$ cat config.mk
export PLATFORM = sky130hd
export DESIGN_NAME = irq_timestamp_core
export DESIGN_NICKNAME = d
export VERILOG_FILES = /design/src/rtl/irq_ts_pkg.sv /design/src/rtl/ts_fifo.sv /design/src/rtl/irq_timestamp_core.sv
export SDC_FILE = /design/constraint.sdc
export NUM_CORES = 1
export LEC_CHECK = 0
export ABC_AREA = 1
export BUFFER_PORTS_ARGS = -buffer_cell sky130_fd_sc_hd__buf_2
export CAP_MARGIN = 40
export CORE_ASPECT_RATIO = 0.5
export CORE_UTILIZATION = 44
export DETAILED_ROUTE_END_ITERATION = 16
export GPL_ROUTABILITY_DRIVEN = 0
export HOLD_SLACK_MARGIN = 0.15
export PLACE_DENSITY = 0.62
export SKIP_LAST_GASP = 1
export SYNTH_ARGS = -nofsm -noshare
export SYNTH_HDL_FRONTEND = slang
export SYNTH_SLANG_ARGS = --single-unit
export TNS_END_PERCENT = 100
$ cat constraint.sdc
create_clock -name clk -period 9.5 [get_ports clk]
set_input_delay 1.9 -clock clk [delete_from_list [all_inputs] [get_ports clk]]
set_output_delay 1.9 -clock clk [all_outputs]
set_load 0.02 [all_outputs]
$ cat src/rtl/irq_ts_pkg.sv
// rtl/irq_ts_pkg.sv - shared register map, control fields and edge-mode helpers for irq_timestamp_core
package irq_ts_pkg;

  localparam logic [4:0] REG_STATUS = 5'd0;
  localparam logic [4:0] REG_HEAD   = 5'd1;
  localparam logic [4:0] REG_POP    = 5'd2;
  localparam logic [4:0] REG_CTRL   = 5'd3;
  localparam logic [4:0] REG_CNT    = 5'd4;
  localparam logic [4:0] REG_SS     = 5'd5;

  localparam int CTRL_EN_BIT   = 0;
  localparam int CTRL_MODE_LSB = 1;
  localparam int CTRL_MODE_MSB = 2;
  localparam int CTRL_CLR_BIT  = 3;

  typedef enum logic [1:0] {
    EDGE_RISE = 2'b00,
    EDGE_FALL = 2'b01,
    EDGE_BOTH = 2'b10
  } edge_mode_t;

  typedef struct packed {
    edge_mode_t mode;
    logic       en;
  } ctrl_t;

  // Mode 2'b11 is folded onto rising-edge so the stored mode is always a named value.
  function automatic edge_mode_t decode_mode(input logic [1:0] raw);
    edge_mode_t m;
    case (raw)
      2'b01:   m = EDGE_FALL;
      2'b10:   m = EDGE_BOTH;
      default: m = EDGE_RISE;
    endcase
    return m;
  endfunction

  function automatic logic edge_hit(input edge_mode_t mode, input logic rise, input logic fall);
    logic hit;
    case (mode)
      EDGE_FALL: hit = fall;
      EDGE_BOTH: hit = rise | fall;
      default:   hit = rise;
    endcase
    return hit;
  endfunction

endpackage

$ cat src/rtl/ts_fifo.sv
// rtl/ts_fifo.sv - first-word-fall-through synchronous FIFO holding event timestamps
module ts_fifo #(
  parameter int DW = 32,
  parameter int AW = 4
) (
  input  logic          clk,
  input  logic          reset_n,
  input  logic          push,
  input  logic          pop,
  input  logic          clr,
  input  logic [DW-1:0] din,
  output logic [DW-1:0] dout,
  output logic          full,
  output logic          empty,
  output logic [AW:0]   count
);

  localparam int          DEPTH_N = 1 << AW;
  localparam logic [AW:0] DEPTH   = {1'b1, {AW{1'b0}}};

  logic [DW-1:0] mem [DEPTH_N];
  logic [AW-1:0] wr_ptr;
  logic [AW-1:0] rd_ptr;
  logic          do_push;
  logic          do_pop;

  assign full  = (count == DEPTH);
  assign empty = (count == '0);
  assign dout  = mem[rd_ptr];

  // Clear outranks both ports; a pop frees the slot a same-cycle push needs when full.
  assign do_pop  = pop & ~empty & ~clr;
  assign do_push = push & ~clr & (~full | do_pop);

  always_ff @(posedge clk) begin
    if (!reset_n || clr) begin
      wr_ptr <= '0;
      rd_ptr <= '0;
      count  <= '0;
    end else begin
      if (do_push) wr_ptr <= wr_ptr + AW'(1);
      if (do_pop)  rd_ptr <= rd_ptr + AW'(1);
      case ({do_push, do_pop})
        2'b10:   count <= count + (AW+1)'(1);
        2'b01:   count <= count - (AW+1)'(1);
        default: count <= count;
      endcase
    end
  end

  always_ff @(posedge clk) begin
    if (do_push) mem[wr_ptr] <= din;
  end

endmodule

$ cat src/rtl/irq_timestamp_core.sv
// rtl/irq_timestamp_core.sv - IRQ edge timestamping slot core with tag FIFO and sensor SS pin
// Optional glitch filter on the synchronized IRQ: define IRQ_GLITCH_FILTER_EN.
module irq_timestamp_core #(
  parameter int TS_W        = 32,
  parameter int FIFO_AW     = 4,
  parameter int SYNC_STAGES = 2,
  parameter int FILTER_LEN  = 4
) (
  input  logic        clk,
  input  logic        reset_n,
  input  logic        cs,
  input  logic        read,
  input  logic        write,
  input  logic [4:0]  addr,
  input  logic [31:0] wr_data,
  output logic [31:0] rd_data,
  input  logic        irq,
  output logic        ss
);

  import irq_ts_pkg::*;

  logic [SYNC_STAGES-1:0] sync_q;
  logic                   level_s;
  logic                   level;
  logic                   prev_q;
  logic                   rise;
  logic                   fall;
  logic                   event_hit;

  logic [TS_W-1:0]        cnt_q;
  ctrl_t                  ctrl_q;
  logic                   ovf_q;
  logic                   ss_q;

  logic                   wr_en;
  logic                   pop;
  logic                   ctrl_wr;
  logic                   clr;

  logic [TS_W-1:0]        fifo_dout;
  logic                   fifo_full;
  logic                   fifo_empty;
  logic [FIFO_AW:0]       fifo_count;

  logic                   unused_bits;
  assign unused_bits = ^{read, wr_data[31:4]};

  always_ff @(posedge clk) begin
    if (!reset_n) sync_q <= '0;
    else          sync_q <= {sync_q[SYNC_STAGES-2:0], irq};
  end
  assign level_s = sync_q[SYNC_STAGES-1];

`ifdef IRQ_GLITCH_FILTER_EN
  localparam int FCW = $clog2(FILTER_LEN) + 1;
  logic [FCW-1:0] stable_cnt;
  logic           filt_q;

  // The filtered level follows only after FILTER_LEN consecutive cycles at the new level.
  always_ff @(posedge clk) begin
    if (!reset_n) begin
      filt_q     <= 1'b0;
      stable_cnt <= '0;
    end else if (level_s == filt_q) begin
      stable_cnt <= '0;
    end else if (stable_cnt == FCW'(FILTER_LEN - 1)) begin
      filt_q     <= level_s;
      stable_cnt <= '0;
    end else begin
      stable_cnt <= stable_cnt + FCW'(1);
    end
  end
  assign level = filt_q;
`else
  localparam int UNUSED_FILTER_LEN = FILTER_LEN;
  assign level = level_s;
`endif

  always_ff @(posedge clk) begin
    if (!reset_n) prev_q <= 1'b0;
    else          prev_q <= level;
  end

  assign rise      = level & ~prev_q;
  assign fall      = ~level & prev_q;
  assign event_hit = ctrl_q.en & edge_hit(ctrl_q.mode, rise, fall);

  assign wr_en   = cs & write;
  assign pop     = wr_en & (addr == REG_POP);
  assign ctrl_wr = wr_en & (addr == REG_CTRL);
  assign clr     = ctrl_wr & wr_data[CTRL_CLR_BIT];

  always_ff @(posedge clk) begin
    if (!reset_n) cnt_q <= '0;
    else          cnt_q <= cnt_q + TS_W'(1);
  end

  always_ff @(posedge clk) begin
    if (!reset_n) begin
      ctrl_q.en   <= 1'b0;
      ctrl_q.mode <= EDGE_RISE;
    end else if (ctrl_wr) begin
      ctrl_q.en   <= wr_data[CTRL_EN_BIT];
      ctrl_q.mode <= decode_mode(wr_data[CTRL_MODE_MSB:CTRL_MODE_LSB]);
    end
  end

  always_ff @(posedge clk) begin
    if (!reset_n || clr)                    ovf_q <= 1'b0;
    else if (event_hit & fifo_full & ~pop)  ovf_q <= 1'b1;
  end

  always_ff @(posedge clk) begin
    if (!reset_n)                           ss_q <= 1'b1;
    else if (wr_en && (addr == REG_SS))     ss_q <= wr_data[0];
  end
  assign ss = ss_q;

  // The tag is the counter value as it reads in the cycle the entry becomes visible.
  ts_fifo #(
    .DW (TS_W),
    .AW (FIFO_AW)
  ) u_fifo (
    .clk     (clk),
    .reset_n (reset_n),
    .push    (event_hit),
    .pop     (pop),
    .clr     (clr),
    .din     (cnt_q + TS_W'(1)),
    .dout    (fifo_dout),
    .full    (fifo_full),
    .empty   (fifo_empty),
    .count   (fifo_count)
  );

  always_comb begin
    rd_data = '0;
    case (addr)
      REG_STATUS: begin
        rd_data[0]           = fifo_empty;
        rd_data[1]           = ovf_q;
        rd_data[FIFO_AW+2:2] = fifo_count;
      end
      REG_HEAD: rd_data = fifo_empty ? '0 : 32'(fifo_dout);
      REG_CNT:  rd_data = 32'(cnt_q);
      default:  rd_data = '0;
    endcase
  end

endmodule

==> results.cfg <==
[outcome]
outcome = finished, final reports clean

[global_route]
grt_overflow = 0
grt_pass1_wl_um = 94800
antenna_found_initial = 0
grt_start_max_net_pins = 171
grt_usage_pct = 22.1
grt_pass1_vias = 15900

[critical_path]
start_kind = flop
worst-setup-path-type = flop to output pin
rrSetupSlack_ns = 6.36
critPathCapture = rd_data[23]
r2r_end = u_fifo.mem[9][15]
crit_required_ns = 7.60
end_kind = output pin
arrival_ns = 3.59
ff2ff_path_depth = 10
regToRegStartpoint = sync_q[1]
path_max_fanout = 69

[route]
route.vias.total = 17100
detail-route-antenna-nets = 0
routed_wl_um = 63500
post_drt_wl_per_cell_um = 19.1
drtPass1Iterations = 5
drt_iter0_markers = 1770
vias_per_cell = 5.15
drc_errors = 0

[clock_network]
cts.repair.resized = 0
cts_sinks = 569
cts-root-buf = clkbuf_16
hold_buffers = 0
cts_tree = yes
cts.reportedPaths.clkPinSlew_ns = 0.06
cts_max_level = 2
clk_latency_ns = 0.59
ctsLongestPathBuffers = 3
cts_inserted_buffers = 52
postCtsSetupBuffers = 0

[synth]
synthAdderAreaFrac_pct = 0.707
yosys-mux-area-fraction_pct = 0
ys.flop_type = edfxtp_1
synth_xor_area_share_pct = 0.283
ys.warnings.count = 0
synth_cell_types = 33
synthesis.nets = 2558
synth_area_per_cell_um2 = 9.91
ys_seq_elements = 569
syn_area_mm2 = 0.0248
yosys.area_share.simple_pct = 23.5
async_flop_share_pct = 0
synth_top_family_by_area = simple AND/OR/NAND/NOR gates
synth_edf_count = 512
ys_seq_area_share_pct = 66.6
synth_compound_area_share_pct = 2.86
syn_inst = 2501

[sta]
rsz0062_at_grt = no
timing.fmax_mhz = 182
setup_viol = 0
period_needed_ns = 5.49
tightestPinTransition_ns = 0.933
whs_ns = 0.416
maxSlewViolCount = 0
clock_skew_ns = 0.0185
slew_headroom_pct = 37.8
period_share_pct = 57.8
finalSetupTns_ns = 0
hold_violations = 0

[die]
io_pins = 76
die_y_um = 170
start_util_pct = 44.6
die_area_mm2 = 0.0573
core_area_mm2 = 0.0556
placementRows = 61
die_w_um = 338

[placed_design]
dp_hpwl_um = 34200
place_area_mm2 = 0.0258
io_buffers = 46
dpl.cell_count = 3223

[layout]
finalNetCount = 2578
area_growth_pct = 10.7
insertedDiodeCount = 0
final_cells = 3320
n_fill_cell = 5015
fin_util_pct = 49.4
design_area_mm2 = 0.0274
layout-drive-gt1-share_pct = 7.53

[worst_hold_path]
holdCritPathClass = flop to flop
hold_start = sync_q[0]

[pwr]
peakVddDrop_mv = 0.138
power.density_mw_per_mm2 = 172
p_leak_uw = 0.0109

[flow_run]
max_cap_violations = 0
final cells by class:
type,count,area (µm²),area share (%)
sequential,569,16500,60.3
multi-input combinational,1575,6900,25.1
clock buffer,71,1470,5.35
tap,756,946,3.45
inverter,242,918,3.35
timing repair buffer,81,546,1.99
clock inverter,26,125,0.456
cells by family (layout without fill, tap and decap cells):
group,Yosys count,count (layout)
compound gates,127,127
xor+xnor,8,8
fa+ha+maj,14,14
buf+inv,357,420
flops,569,569
simple gates,1426,1426
stage by stage:
stage	power [µW]	worst slack, ns
final	4710	4.01
after global routing	4840	3.92
after CTS	4740	4.07
after detailed placement	2780	4.18
after global placement	2770	4.16
after floorplan	2760	4.84
critical path, cell delays in order, from the launching register on:
cell     delay, ns
dfxtp_4       0.89
inv_6         0.41
buf_4         0.46
nor2_1        0.16
o21ai_0       0.09
nand3_1       0.11
nand3_1       0.12
nand2_1       0.24
nand2_1       0.08
nand2_1       0.16
buf_2         0.20
power breakdown:
| group | internal, µW | total [µW] | switching [µW] | leakage, µW |
|---|---|---|---|---|
| clock network | 1080 | 1990 | 909 | 0.000787 |
| logic | 6.42 | 26.3 | 19.8 | 0.00489 |
| registers | 2690 | 2700 | 1.93 | 0.00519 |
per-layer routing:
layer	part of all wire, %	vias up	track usage (%)
met3	6.8	104	3.05
met2	45	574	34.1
met4	2.1	0	5.55
met5	0	-	0
li1	-	8268	-
met1	46	8158	33.0
cells in the mapped netlist (3+ instances only):
master | count | area share (%)
nor3_1 | 16 | 0.32
nand3_1 | 285 | 5.8
buf_4 | 18 | 0.55
edfxtp_1 | 512 | 62
xor2_1 | 6 | 0.21
dfxtp_1 | 57 | 4.6
o21ai_0 | 55 | 1.1
clkbuf_1 | 23 | 0.35
nor2_1 | 155 | 2.3
buf_1 | 13 | 0.20
buf_2 | 59 | 1.2
nor2_4 | 3 | 0.14
inv_1 | 236 | 3.6
inv_2 | 6 | 0.091
o211ai_1 | 24 | 0.73
ha_1 | 14 | 0.71
nand4_1 | 3 | 0.076
a21oi_1 | 42 | 0.85
nor3_2 | 4 | 0.16
nand2_2 | 5 | 0.13
nand2_1 | 949 | 14
cell usage in the layout, fill, tap and decap left out, types with 5 or more instances in the layout:
cell type,netlist,layout
a21oi_1,42,42
buf_2,59,46
buf_4,18,32
clkbuf_1,23,13
clkbuf_16,0,55
clkinv_1,0,14
clkinv_2,0,10
dfxtp_1,57,53
edfxtp_1,512,512
ha_1,14,14
inv_1,236,235
nand2_1,949,949
nand2_2,5,5
nand3_1,285,285
nor2_1,155,139
nor2_4,3,19
nor3_1,16,16
o211ai_1,24,24
o21ai_0,55,55
xor2_1,6,6
flip-flops by register name, indices dropped and copies added (netlist names), named ones only:
| signal | cells |
|---|---|
| cnt_q | 32 |
| u_fifo.rd_ptr | 4 |
| ovf_q | 1 |
| sync_q | 2 |
| prev_q | 1 |
| u_fifo.wr_ptr | 4 |
| ctrl_q | 3 |
| ss | 1 |
| u_fifo.count | 5 |
| u_fifo.mem | 512 |
worst min path at each step:
stage          cells after the start  slack (ns)   endpoint
6_report                           2        0.42  sync_q[1]
5_1_grt                            2        0.44  sync_q[1]
2_1_floorplan                      2        0.39  sync_q[1]
3_5_place_dp                       2        0.41  sync_q[1]
3_3_place_gp                       2        0.41  sync_q[1]
4_1_cts                            2        0.42  sync_q[1]
No activity file was read; power rests on OpenSTA's default activity.
